==> src/rtl/ahb_mtx_pkg.sv <==
// rtl/ahb_mtx_pkg.sv - shared AHB matrix types, constants and burst length helper
// Contents:
//   htrans_e  : HTRANS encodings (IDLE, BUSY, NONSEQ, SEQ)
//   hburst_e  : HBURST encodings (SINGLE .. INCR16)
//   ARB_FIXED / ARB_RR : arbitration mode selectors
//   burst_len : number of beats minus one for a given HBURST
package ahb_mtx_pkg;

    typedef enum logic [1:0] {
        HTRANS_IDLE   = 2'd0,
        HTRANS_BUSY   = 2'd1,
        HTRANS_NONSEQ = 2'd2,
        HTRANS_SEQ    = 2'd3
    } htrans_e;

    typedef enum logic [2:0] {
        HBURST_SINGLE = 3'd0,
        HBURST_INCR   = 3'd1,
        HBURST_WRAP4  = 3'd2,
        HBURST_INCR4  = 3'd3,
        HBURST_WRAP8  = 3'd4,
        HBURST_INCR8  = 3'd5,
        HBURST_WRAP16 = 3'd6,
        HBURST_INCR16 = 3'd7
    } hburst_e;

    localparam int ARB_FIXED = 0;
    localparam int ARB_RR    = 1;

    // Undefined-length INCR reports a single beat so it is never held.
    function automatic logic [3:0] burst_len(input logic [2:0] hburst);
        logic [3:0] len_m1;
        case (hburst)
            HBURST_WRAP4,  HBURST_INCR4:  len_m1 = 4'd3;
            HBURST_WRAP8,  HBURST_INCR8:  len_m1 = 4'd7;
            HBURST_WRAP16, HBURST_INCR16: len_m1 = 4'd15;
            default:                      len_m1 = 4'd0;
        endcase
        return len_m1;
    endfunction

endpackage

==> src/rtl/ahb_mtx_arb_param_if.sv <==
// rtl/ahb_mtx_arb_param_if.sv - output-port arbitration bus between input stages and arbiter
// Signals:
//   req_port[NUM_PORTS]  per-port request
//   HREADYM, HSELM, HTRANSM, HBURSTM, HMASTLOCKM  output-port AHB control
//   addr_in_port[PORT_W], no_port  registered grant to the output mux
//   burst_hold  combinational debug view of the burst-hold condition
// Modports: master drives requests/control, slave is the arbiter.
interface ahb_mtx_arb_param_if #(
    parameter int NUM_PORTS = 4,
    parameter int PORT_W    = 3
);
    logic [NUM_PORTS-1:0] req_port;
    logic                 HREADYM;
    logic                 HSELM;
    logic [1:0]           HTRANSM;
    logic [2:0]           HBURSTM;
    logic                 HMASTLOCKM;
    logic [PORT_W-1:0]    addr_in_port;
    logic                 no_port;
    logic                 burst_hold;

    modport master (
        output req_port, HREADYM, HSELM, HTRANSM, HBURSTM, HMASTLOCKM,
        input  addr_in_port, no_port, burst_hold
    );

    modport slave (
        input  req_port, HREADYM, HSELM, HTRANSM, HBURSTM, HMASTLOCKM,
        output addr_in_port, no_port, burst_hold
    );
endinterface

==> src/rtl/ahb_mtx_rr_pick.sv <==
// rtl/ahb_mtx_rr_pick.sv - combinational fixed/rotating priority picker
// Ports:
//   req[NUM_PORTS]  candidate requests
//   ptr[IDX_W]      last winner; rotating search starts just above it
//   mode            0 = lowest index wins, 1 = rotate from ptr+1
//   winner[IDX_W]   selected index (0 when none)
//   valid           at least one request present
module ahb_mtx_rr_pick #(
    parameter int NUM_PORTS = 4,
    parameter int IDX_W     = 2
) (
    input  logic [NUM_PORTS-1:0] req,
    input  logic [IDX_W-1:0]     ptr,
    input  logic                 mode,
    output logic [IDX_W-1:0]     winner,
    output logic                 valid
);

    // k-th index in search order; ptr itself comes last in rotating mode.
    function automatic logic [IDX_W-1:0] order_idx(input logic m,
                                                   input logic [IDX_W-1:0] p,
                                                   input int k);
        int idx;
        idx = m ? (int'(p) + 1 + k) % NUM_PORTS : k;
        return IDX_W'(idx);
    endfunction

    always_comb begin
        winner = '0;
        valid  = 1'b0;
        for (int k = 0; k < NUM_PORTS; k++) begin
            if (!valid && req[order_idx(mode, ptr, k)]) begin
                winner = order_idx(mode, ptr, k);
                valid  = 1'b1;
            end
        end
    end

endmodule

==> src/rtl/ahb_mtx_arb_param.sv <==
// rtl/ahb_mtx_arb_param.sv - output-stage arbiter with burst-aware grant holding
// Ports:
//   HCLK     AHB clock
//   HRESETn  asynchronous active-low reset
//   bus      slave modport: requests and output-port control in,
//            addr_in_port/no_port (registered) and burst_hold (comb) out
module ahb_mtx_arb_param
    import ahb_mtx_pkg::*;
#(
    parameter int NUM_PORTS  = 4,
    parameter int PORT_W     = 3,
    parameter int PORT_BASE  = 0,
    parameter int ARB_MODE   = ARB_FIXED,
    parameter int BURST_HOLD = 1
) (
    input  logic               HCLK,
    input  logic               HRESETn,
    ahb_mtx_arb_param_if.slave bus
);

    localparam int IDX_W = (NUM_PORTS > 1) ? $clog2(NUM_PORTS) : 1;

    logic [PORT_W-1:0]    addr_q;
    logic                 no_port_q;
    logic [3:0]           beat_cnt;
    logic [IDX_W-1:0]     rr_ptr;
    logic [IDX_W-1:0]     winner;
    logic                 win_valid;
    logic [NUM_PORTS-1:0] eff_req;
    logic [3:0]           len_m1;
    logic                 hold_c;
    logic                 cur_active;

    assign len_m1 = burst_len(bus.HBURSTM);

    // The granted port keeps competing while it drives a live transfer,
    // even if its request line has already dropped.
    assign cur_active = ~no_port_q & bus.HSELM & (bus.HTRANSM != HTRANS_IDLE);

    for (genvar i = 0; i < NUM_PORTS; i++) begin : g_eff
        assign eff_req[i] = bus.req_port[i] |
                            (cur_active & (addr_q == PORT_W'(PORT_BASE + i)));
    end

    // At the last SEQ beat (beat_cnt == 1) the hold is released so the next
    // address phase can already belong to another port.
    always_comb begin
        hold_c = 1'b0;
        if ((BURST_HOLD != 0) && !no_port_q && bus.HSELM) begin
            case (bus.HTRANSM)
                HTRANS_NONSEQ: hold_c = (len_m1 != 4'd0);
                HTRANS_SEQ:    hold_c = (beat_cnt > 4'd1);
                HTRANS_BUSY:   hold_c = (beat_cnt != 4'd0);
                default:       hold_c = 1'b0;
            endcase
        end
    end

    ahb_mtx_rr_pick #(
        .NUM_PORTS (NUM_PORTS),
        .IDX_W     (IDX_W)
    ) u_pick (
        .req    (eff_req),
        .ptr    (rr_ptr),
        .mode   (ARB_MODE == ARB_RR),
        .winner (winner),
        .valid  (win_valid)
    );

    always_ff @(posedge HCLK or negedge HRESETn) begin
        if (!HRESETn) begin
            addr_q    <= PORT_W'(PORT_BASE);
            no_port_q <= 1'b1;
            beat_cnt  <= 4'd0;
            rr_ptr    <= '0;
        end else if (bus.HREADYM) begin
            if (!bus.HSELM || (bus.HTRANSM == HTRANS_IDLE)) begin
                beat_cnt <= 4'd0;
            end else if (bus.HTRANSM == HTRANS_NONSEQ) begin
                beat_cnt <= len_m1;
            end else if ((bus.HTRANSM == HTRANS_SEQ) && (beat_cnt != 4'd0)) begin
                beat_cnt <= beat_cnt - 4'd1;
            end

            // Lock and burst hold both freeze the grant.
            if (!bus.HMASTLOCKM && !hold_c) begin
                if (win_valid) begin
                    addr_q    <= PORT_W'(PORT_BASE) + PORT_W'(winner);
                    no_port_q <= 1'b0;
                    rr_ptr    <= winner;
                end else if (bus.HSELM) begin
                    no_port_q <= 1'b0;
                end else begin
                    no_port_q <= 1'b1;
                end
            end
        end
    end

    assign bus.addr_in_port = addr_q;
    assign bus.no_port      = no_port_q;
    assign bus.burst_hold   = hold_c;

endmodule

==> src/flat_wrapper.sv <==
// flat-port wrapper written by rule: the top's interface ports become plain ports
module ahb_mtx_arb_param_flat import ahb_mtx_pkg::*;
#(
    parameter int NUM_PORTS  = 4,
    parameter int PORT_W     = 3,
    parameter int PORT_BASE  = 0,
    parameter int ARB_MODE   = ARB_FIXED,
    parameter int BURST_HOLD = 1
)
  (HCLK, HRESETn, bus_req_port, bus_HREADYM, bus_HSELM, bus_HTRANSM, bus_HBURSTM, bus_HMASTLOCKM, bus_addr_in_port, bus_no_port, bus_burst_hold);
  ahb_mtx_arb_param_if #(.NUM_PORTS(NUM_PORTS), .PORT_W(PORT_W)) bus_i ();
  input  logic HCLK;
  input  logic HRESETn;
  input wire logic [$bits(bus_i.req_port)-1:0] bus_req_port;
  input wire logic [$bits(bus_i.HREADYM)-1:0] bus_HREADYM;
  input wire logic [$bits(bus_i.HSELM)-1:0] bus_HSELM;
  input wire logic [$bits(bus_i.HTRANSM)-1:0] bus_HTRANSM;
  input wire logic [$bits(bus_i.HBURSTM)-1:0] bus_HBURSTM;
  input wire logic [$bits(bus_i.HMASTLOCKM)-1:0] bus_HMASTLOCKM;
  output wire logic [$bits(bus_i.addr_in_port)-1:0] bus_addr_in_port;
  output wire logic [$bits(bus_i.no_port)-1:0] bus_no_port;
  output wire logic [$bits(bus_i.burst_hold)-1:0] bus_burst_hold;
  assign bus_i.req_port = bus_req_port;
  assign bus_i.HREADYM = bus_HREADYM;
  assign bus_i.HSELM = bus_HSELM;
  assign bus_i.HTRANSM = bus_HTRANSM;
  assign bus_i.HBURSTM = bus_HBURSTM;
  assign bus_i.HMASTLOCKM = bus_HMASTLOCKM;
  assign bus_addr_in_port = bus_i.addr_in_port;
  assign bus_no_port = bus_i.no_port;
  assign bus_burst_hold = bus_i.burst_hold;
  ahb_mtx_arb_param #(.NUM_PORTS(NUM_PORTS), .PORT_W(PORT_W), .PORT_BASE(PORT_BASE), .ARB_MODE(ARB_MODE), .BURST_HOLD(BURST_HOLD)) u_core (.HCLK(HCLK), .HRESETn(HRESETn), .bus(bus_i));
endmodule
==> config.mk <==
export PLATFORM = sky130hd
export DESIGN_NAME = ahb_mtx_arb_param_flat
export DESIGN_NICKNAME = d
export VERILOG_FILES = /design/src/rtl/ahb_mtx_pkg.sv /design/src/rtl/ahb_mtx_arb_param_if.sv /design/src/rtl/ahb_mtx_rr_pick.sv /design/src/rtl/ahb_mtx_arb_param.sv /design/src/flat_wrapper.sv
export SDC_FILE = /design/constraint.sdc
export NUM_CORES = 1
export LEC_CHECK = 0
export ABC_AREA = 1
export CORE_UTILIZATION = 44
export CTS_BUF_LIST = sky130_fd_sc_hd__clkbuf_8
export DETAILED_ROUTE_END_ITERATION = 8
export GPL_ROUTABILITY_DRIVEN = 0
export PLACE_DENSITY = 0.77
export SLEW_MARGIN = 10
export SYNTH_ARGS = -nofsm -noshare
export SYNTH_HDL_FRONTEND = slang
export SYNTH_SLANG_ARGS = --single-unit
==> constraint.sdc <==
create_clock -name HCLK -period 1.3 [get_ports HCLK]
set_input_delay 0.26 -clock HCLK [delete_from_list [all_inputs] [get_ports HCLK]]
set_output_delay 0.26 -clock HCLK [all_outputs]
set_load 0.1 [all_outputs]
==> impl_metrics.csv, run 1 <==
group,metric,value,unit
cells_and_area,drive_above_1_share,0.5070,
worst_hold_path,hp-class,"in -> async",
pwr,leakage,0.5862,nW
timing,rsz0062_at_grt,"true",
grt,antenna_found_initial,0,
floorplan,die_h,42.19,um
outcome,violations,"setup timing",
pwr,p_total,1.299,mW
clock_tree,clock_tree.buffer_depth,2,
timing,setup_violations,7,
cells_and_area,fillers,108,
grt,use_met2,0.3231,
synthesis,synthesis.nets,123,
timing,timing.fmax,602.5,MHz
route,post_drt_wl_per_cell,13.26,um
timing,finalHoldViolCount,0,
place,portBuffers,16,
setup_path,cp.required,1040,ps
clock_tree,insertion_delay,220,ps
setup_path,cp_max_fo,3,
synthesis,yosysUniqueCellTypes,25,
synthesis,synth_area,710.7,um^2
setup_path,critPathArrivalTime,1400,ps
setup_path,critical-path-top-delay-family,"buffers and inverters",
place,dp_hpwl,1.384,mm
timing,clock_skew,1.663,ps
synthesis,synthTopCellsByArea,"dfrtp_1 21%, nand2_1 13%, inv_1 10%, nor2_4 9.5%, nand3_1 6.3%",
clock_tree,cts_made_buffers,3,
setup_path,cp_slowest_stage_delay,560,ps
route,drtIter0Drc,18,
clock_tree,cts_sinks,7,
timing,min_period_over_period,1.277,
cells_and_area,fin_area,1205,um^2
cells_and_area,diodes,0,
timing,final_max_slew_viol_count,0,
synthesis,synth_top_area_cell,"dfrtp_1",
synthesis,yosys_register_bits,7,
route,drc,0,
route,vias_per_cell,5.057,
cells_and_area,nets,160,
timing,whs,288.3,ps
synthesis,synth_top_family_by_area,"simple AND/OR/NAND/NOR gates",
grt,grt_use_total,0.2061,
route,ant_nets,0,
clock_tree,cts-htree-levels,1,
timing,tns,-1230,ps
place,place_area,1030,um^2
floorplan,die_x,42.19,um
route,dr.pass1.iters,4,
grt,use_met3,0.01724,
setup_path,timing.rr.start,"u_core.beat_cnt[0]$_DFFE_PN0P_",
clock_tree,cts_tree,"built",
floorplan,pin_count,19,
setup_path,path_cells,"clkdlybuf4s50_1, nand2_2, nor2_4, nand2_2, nor2_4, buf_12",
grt,gr-total-overflow,0,
synthesis,yosys.area_share.simple,0.4613,
synthesis,ys_seq_area_frac,0.2482,
timing,post-route-min-period,1660,ps
outcome,status,"complete, but fails checks",
synthesis,muxShareOfSynthArea,0,
clock_tree,clk_pin_slew_worst_paths,40,ps
synthesis,syn_avg_cell_area,6.705,um^2
floorplan,rows,14,
pwr,vdd_drop_max,878.2,uV
synthesis,yosysWarnings,0,
route,vias,799,
pwr,power-per-cell-area,1078,nW/um^2
setup_path,worstSetupPathType,"in -> out",
synthesis,yosysTopAreaCellShare,0.2113,
synthesis,synth_cells,106,
setup_path,cp.buffers_inverters,2,
floorplan,start_util,0.4718,
setup_path,cp_slowest_cell,"clkdlybuf4s50_1",
setup_path,startpoint_type,"input pin",
grt,grt_pass1_vias,707,
synthesis,synthAdderAreaFrac,0.05282,
timing,setup_ws,-359.8,ps
floorplan,dieArea,1780,um^2
synthesis,synth-xor-area-share,0.01232,
grt,top_usage_layer,"met2",
grt,grt_pass1_wl,2.780,mm
route,wl,2.095,mm
grt,gr-usage-met1,0.2818,
synthesis,synth-compound-area-share,0.08803,
setup_path,worstSetupStartpoint,"bus_HSELM",
clock_tree,cts_root_buf,"clkbuf_8",
run,max_cap_viol_count,0,
setup_path,endpoint_kind,"primary output",
cells_and_area,area_growth,69.54,%
floorplan,design.core.area,1506,um^2
grt,grt_max_degree,8,
-- layout make-up --
cell class | count | area [um^2] | area share
clock buffers | 3 | 41.29 | 0.03427
clock inverters | 1 | 3.754 | 0.003115
inverters | 23 | 93.84 | 0.07788
multi-input cells | 75 | 533.0 | 0.4424
flip-flops and latches | 7 | 183.9 | 0.1526
well taps | 16 | 20.02 | 0.01661
repair buffers | 33 | 329.1 | 0.2731
-- where the power goes --
group | total [mW] | switching [mW] | leakage [nW] | internal, mW
Combinational | 0.705 | 0.406 | 0.473 | 0.299
Sequential | 0.308 | 0.0526 | 0.0862 | 0.255
Clock | 0.286 | 0.0827 | 0.0269 | 0.203
Total | 1.30 | 0.541 | 0.586 | 0.757
-- final timing paths --
kind	endpoint	slack, ps	cells past startpoint
max	bus_burst_hold	-360	6
min	u_core.bus.addr_in_port[0]$_DFFE_PN0P_	290	1
max reg2reg	u_core.bus.addr_in_port[0]$_DFFE_PN0P_	-260	12
min reg2reg	u_core.beat_cnt[0]$_DFFE_PN0P_	600	2
max in group asynchronous	u_core.bus.no_port$_DFFE_PN1P_	740	1
min in group HCLK	u_core.beat_cnt[0]$_DFFE_PN0P_	600	2
-- cells in the final DEF (no fill, tap or decap), types with 2 or more instances in the layout --
master           instances
o21ai_1                  4
dfrtp_1                  3
nand2_1                 15
buf_12                   4
inv_2                    5
nor2_4                   6
ha_4                     3
a21oi_1                  2
clkbuf_8                 3
buf_4                   16
dfrtp_2                  3
inv_1                   15
nor2_1                   7
dlygate4sd2_1            2
nand2_2                 13
o21ai_2                  2
inv_4                    3
nand3_1                  8
clkdlybuf4s50_1         10
nor2_2                   2
nand3_2                  3
nand2_4                  3
-- routing by layer --
layer	vias to the layer above	share of wire
met5	-	0
met4	0	0.018
met3	4	0.047
met2	34	0.52
met1	364	0.42
li1	397	-
-- registers in the layout, indices dropped and copies added (netlist names) --
signal,flops
u_core.beat_cnt,4
u_core.bus.no_port,1
u_core.bus.addr_in_port,2
-- synth_stat cells (all sizes together) --
cell type and number:
nand4 1, dfstp 1, buf 1, nand3 11, nand2 31, inv 22, ha 3, o22ai 1
clkinv 1, conb 1, or2 1, xnor2 1, nor2 15, o21ai 7, a21oi 2, dfrtp 6
o31ai 1
-- stage by stage --
stage | cells | util | setup slack (ps)
after floorplan | 106 | - | -447.9
after global placement | 150 | 0.6836 | -392.7
after detailed placement | 150 | 0.6836 | -453.1
after CTS | 157 | 0.7450 | -339.9
after global routing | 158 | 0.7998 | -393.3
final | 158 | 0.7998 | -359.8
-- worst register-to-register path: cells and delay by family (launching register included) --
| kind | cells | cell delay [ps] |
|---|---|---|
| adders and majority gates | 1 | 140 |
| and+or+nand+nor | 8 | 590 |
| buffers and inverters | 3 | 280 |
| DFF | 1 | 440 |
-- kinds of logic after synthesis --
group,Yosys count
buf+inv,24
fa+ha+maj,3
compound gates,11
simple gates,59
flops,7
xor+xnor,1
other cells,1
-- timing repair --
item | 4_1_cts | 5_1_grt
setup buffers | 3 | 1
gates resized for setup | 12 | 20
hold buffers | 0 | 0
pin swaps | 4 | 8
gates cloned | 0 | 0
endpoints found under the setup margin | 8 | 9
No activity file was read; power rests on OpenSTA's default activity.
==> run 2: changes to the inputs <==
--- a/config.mk
+++ b/config.mk
@@ -6,11 +6,14 @@
 export NUM_CORES = 1
 export LEC_CHECK = 0
 export ABC_AREA = 1
-export CORE_UTILIZATION = 44
+export CELL_PAD_IN_SITES_DETAIL_PLACEMENT = 0
+export CELL_PAD_IN_SITES_GLOBAL_PLACEMENT = 2
+export CORE_UTILIZATION = 23
 export CTS_BUF_LIST = sky130_fd_sc_hd__clkbuf_8
 export DETAILED_ROUTE_END_ITERATION = 8
 export GPL_ROUTABILITY_DRIVEN = 0
-export PLACE_DENSITY = 0.77
+export PLACE_DENSITY_LB_ADDON = 0.1
+export RECOVER_POWER = 25
 export SLEW_MARGIN = 10
 export SYNTH_ARGS = -nofsm -noshare
 export SYNTH_HDL_FRONTEND = slang
==> impl_metrics.csv, run 2 (synthesis gave the netlist of run 1 again) <==
group,metric,value,unit
outcome,status,"complete, but fails checks",
outcome,violations,"DRC, setup timing",
floorplan,start_util,0.2491,
cells_and_area,diodes,0,
timing,setup_violations,8,
cells_and_area,nets,166,
route,drtIter0Drc,16,
place,dp_hpwl,1.473,mm
cells_and_area,regMostFlops,"u_core.beat_cnt",
clock_tree,clk_pin_slew_worst_paths,40,ps
grt,top_usage_layer,"met1",
grt,use_met2,0.1661,
cells_and_area,fillers,310,
clock_tree,insertion_delay,230,ps
place,place_area,1071,um^2
timing,rsz0062_at_grt,"true",
place,dp_slack,-462.4,ps
grt,gr-usage-met1,0.1936,
cells_and_area,area_growth,73.94,%
floorplan,dieArea,3316,um^2
grt,grt_max_degree,8,
clock_tree,cts_root_buf,"clkbuf_8",
cells_and_area,postLayoutCoreUtil,0.4333,
timing,final_max_slew_viol_count,0,
grt,grt_pass1_vias,699,
cells_and_area,drive_above_1_share,0.5000,
setup_path,cp_slowest_cell,"dfrtp_2",
timing,finalHoldViolCount,0,
clock_tree,cts_sinks,7,
floorplan,pin_count,19,
clock_tree,cts-htree-levels,1,
setup_path,cp_max_fo,3,
cells_and_area,fin_area,1236,um^2
timing,setup_ws,-315.8,ps
setup_path,startpoint_type,"flop",
grt,gr-total-overflow,0,
setup_path,timing.rr.start,"u_core.beat_cnt[0]$_DFFE_PN0P_",
floorplan,die_x,57.59,um
run,max_cap_viol_count,0,
setup_path,reg2reg_slack,-200,ps
setup_path,worstSetupPathType,"reg -> out",
setup_path,cp.required,1040,ps
floorplan,rows,19,
route,dr.pass1.iters,8,
clock_tree,cts_made_buffers,3,
pwr,p_total,1.291,mW
setup_path,r2r_cells,10,
clock_tree,clock_tree.buffer_depth,2,
clock_tree,cts_tree,"built",
pwr,power-per-cell-area,1044,nW/um^2
route,wl,1.844,mm
setup_path,cp_slowest_stage_delay,410,ps
timing,timing.fmax,618.9,MHz
setup_path,critPathArrivalTime,1360,ps
timing,clock_skew,0.07591,ps
route,post_drt_wl_per_cell,10.30,um
worst_hold_path,hp-class,"in -> async",
grt,use_met3,0.009070,
place,dpl.cell_count,168,
setup_path,endpoint_kind,"primary output",
cells_and_area,fin_cells,179,
route,vias_per_cell,4.117,
cells_and_area,final_cell_mix,"22 x buf_4, 20 x nand2_1, 14 x inv_1, 9 x nand2_2",
timing,tns,-1056,ps
pwr,vdd_drop_max,525.0,uV
place,portBuffers,16,
setup_path,path_cells,"inv_4, ha_2, nand3_2, nand2_2, nor2_4, buf_12",
grt,grt_pass1_wl,3.132,mm
timing,min_period_over_period,1.243,
floorplan,die_h,57.59,um
pwr,leakage,0.6138,nW
route,vias,737,
timing,post-route-min-period,1616,ps
grt,antenna_found_initial,0,
setup_path,reg2reg_to,"u_core.bus.addr_in_port[1]$_DFFE_PN0P_",
route,drc,2,
cells_and_area,largest_register_ffs,4,
grt,grt_use_total,0.1236,
timing,whs,360.7,ps
floorplan,design.core.area,2853,um^2
cells_and_area,final_common_cell,"buf_4",
route,ant_nets,0,
## run 2: power by group
part | switching [mW] | internal [mW] | leakage, nW
sequential | 0.0472 | 0.255 | 0.0862
combinational | 0.373 | 0.315 | 0.501
clock | 0.0968 | 0.204 | 0.0269
total | 0.517 | 0.774 | 0.614
## run 2: timing repair
item | CTS | global route
setup buffers | 6 | 2
gates resized for setup | 14 | 10
pin swaps | 7 | 5
endpoints found under the setup margin | 9 | 9
hold buffers | 0 | 0
## run 2: critical path: cells and delay by family (launching register included)
kind                     cells  cell delay, ps
adder cells (fa/ha/maj)      1             190
flip-flops                   1             410
buffers and inverters        2             240
AND/OR/NAND/NOR              3             280
## run 2: area by class of cell
type	instances	area (um^2)	area share
multi-input cells	75	503.0	0.4069
repair buffers	39	376.6	0.3047
flip-flops and latches	7	183.9	0.1488
inverters	23	88.84	0.07186
clock buffers	3	41.29	0.03340
well taps	31	38.79	0.03138
clock inverters	1	3.754	0.003036
## run 2: worst max path at each step
stage | startpoint | to | slack, ps | cells after the start
2_1_floorplan | u_core.bus.no_port$_DFFE_PN1P_ | u_core.bus.addr_in_port[0]$_DFFE_PN0P_ | -450 | 10
3_3_place_gp | bus_HTRANSM[1] | bus_burst_hold | -420 | 6
3_5_place_dp | bus_HTRANSM[1] | bus_burst_hold | -460 | 6
4_1_cts | u_core.beat_cnt[0]$_DFFE_PN0P_ | bus_burst_hold | -350 | 8
5_1_grt | u_core.beat_cnt[1]$_DFFE_PN0P_ | bus_burst_hold | -360 | 8
6_report | u_core.beat_cnt[0]$_DFFE_PN0P_ | bus_burst_hold | -320 | 6
## run 2: layer usage
layer	vias to the layer above	routed length, um	share of wire
met1	314	1023	0.55
met3	3	75	0.041
met5	-	0	0
li1	405	-	-
met2	15	717	0.39
met4	0	28	0.015
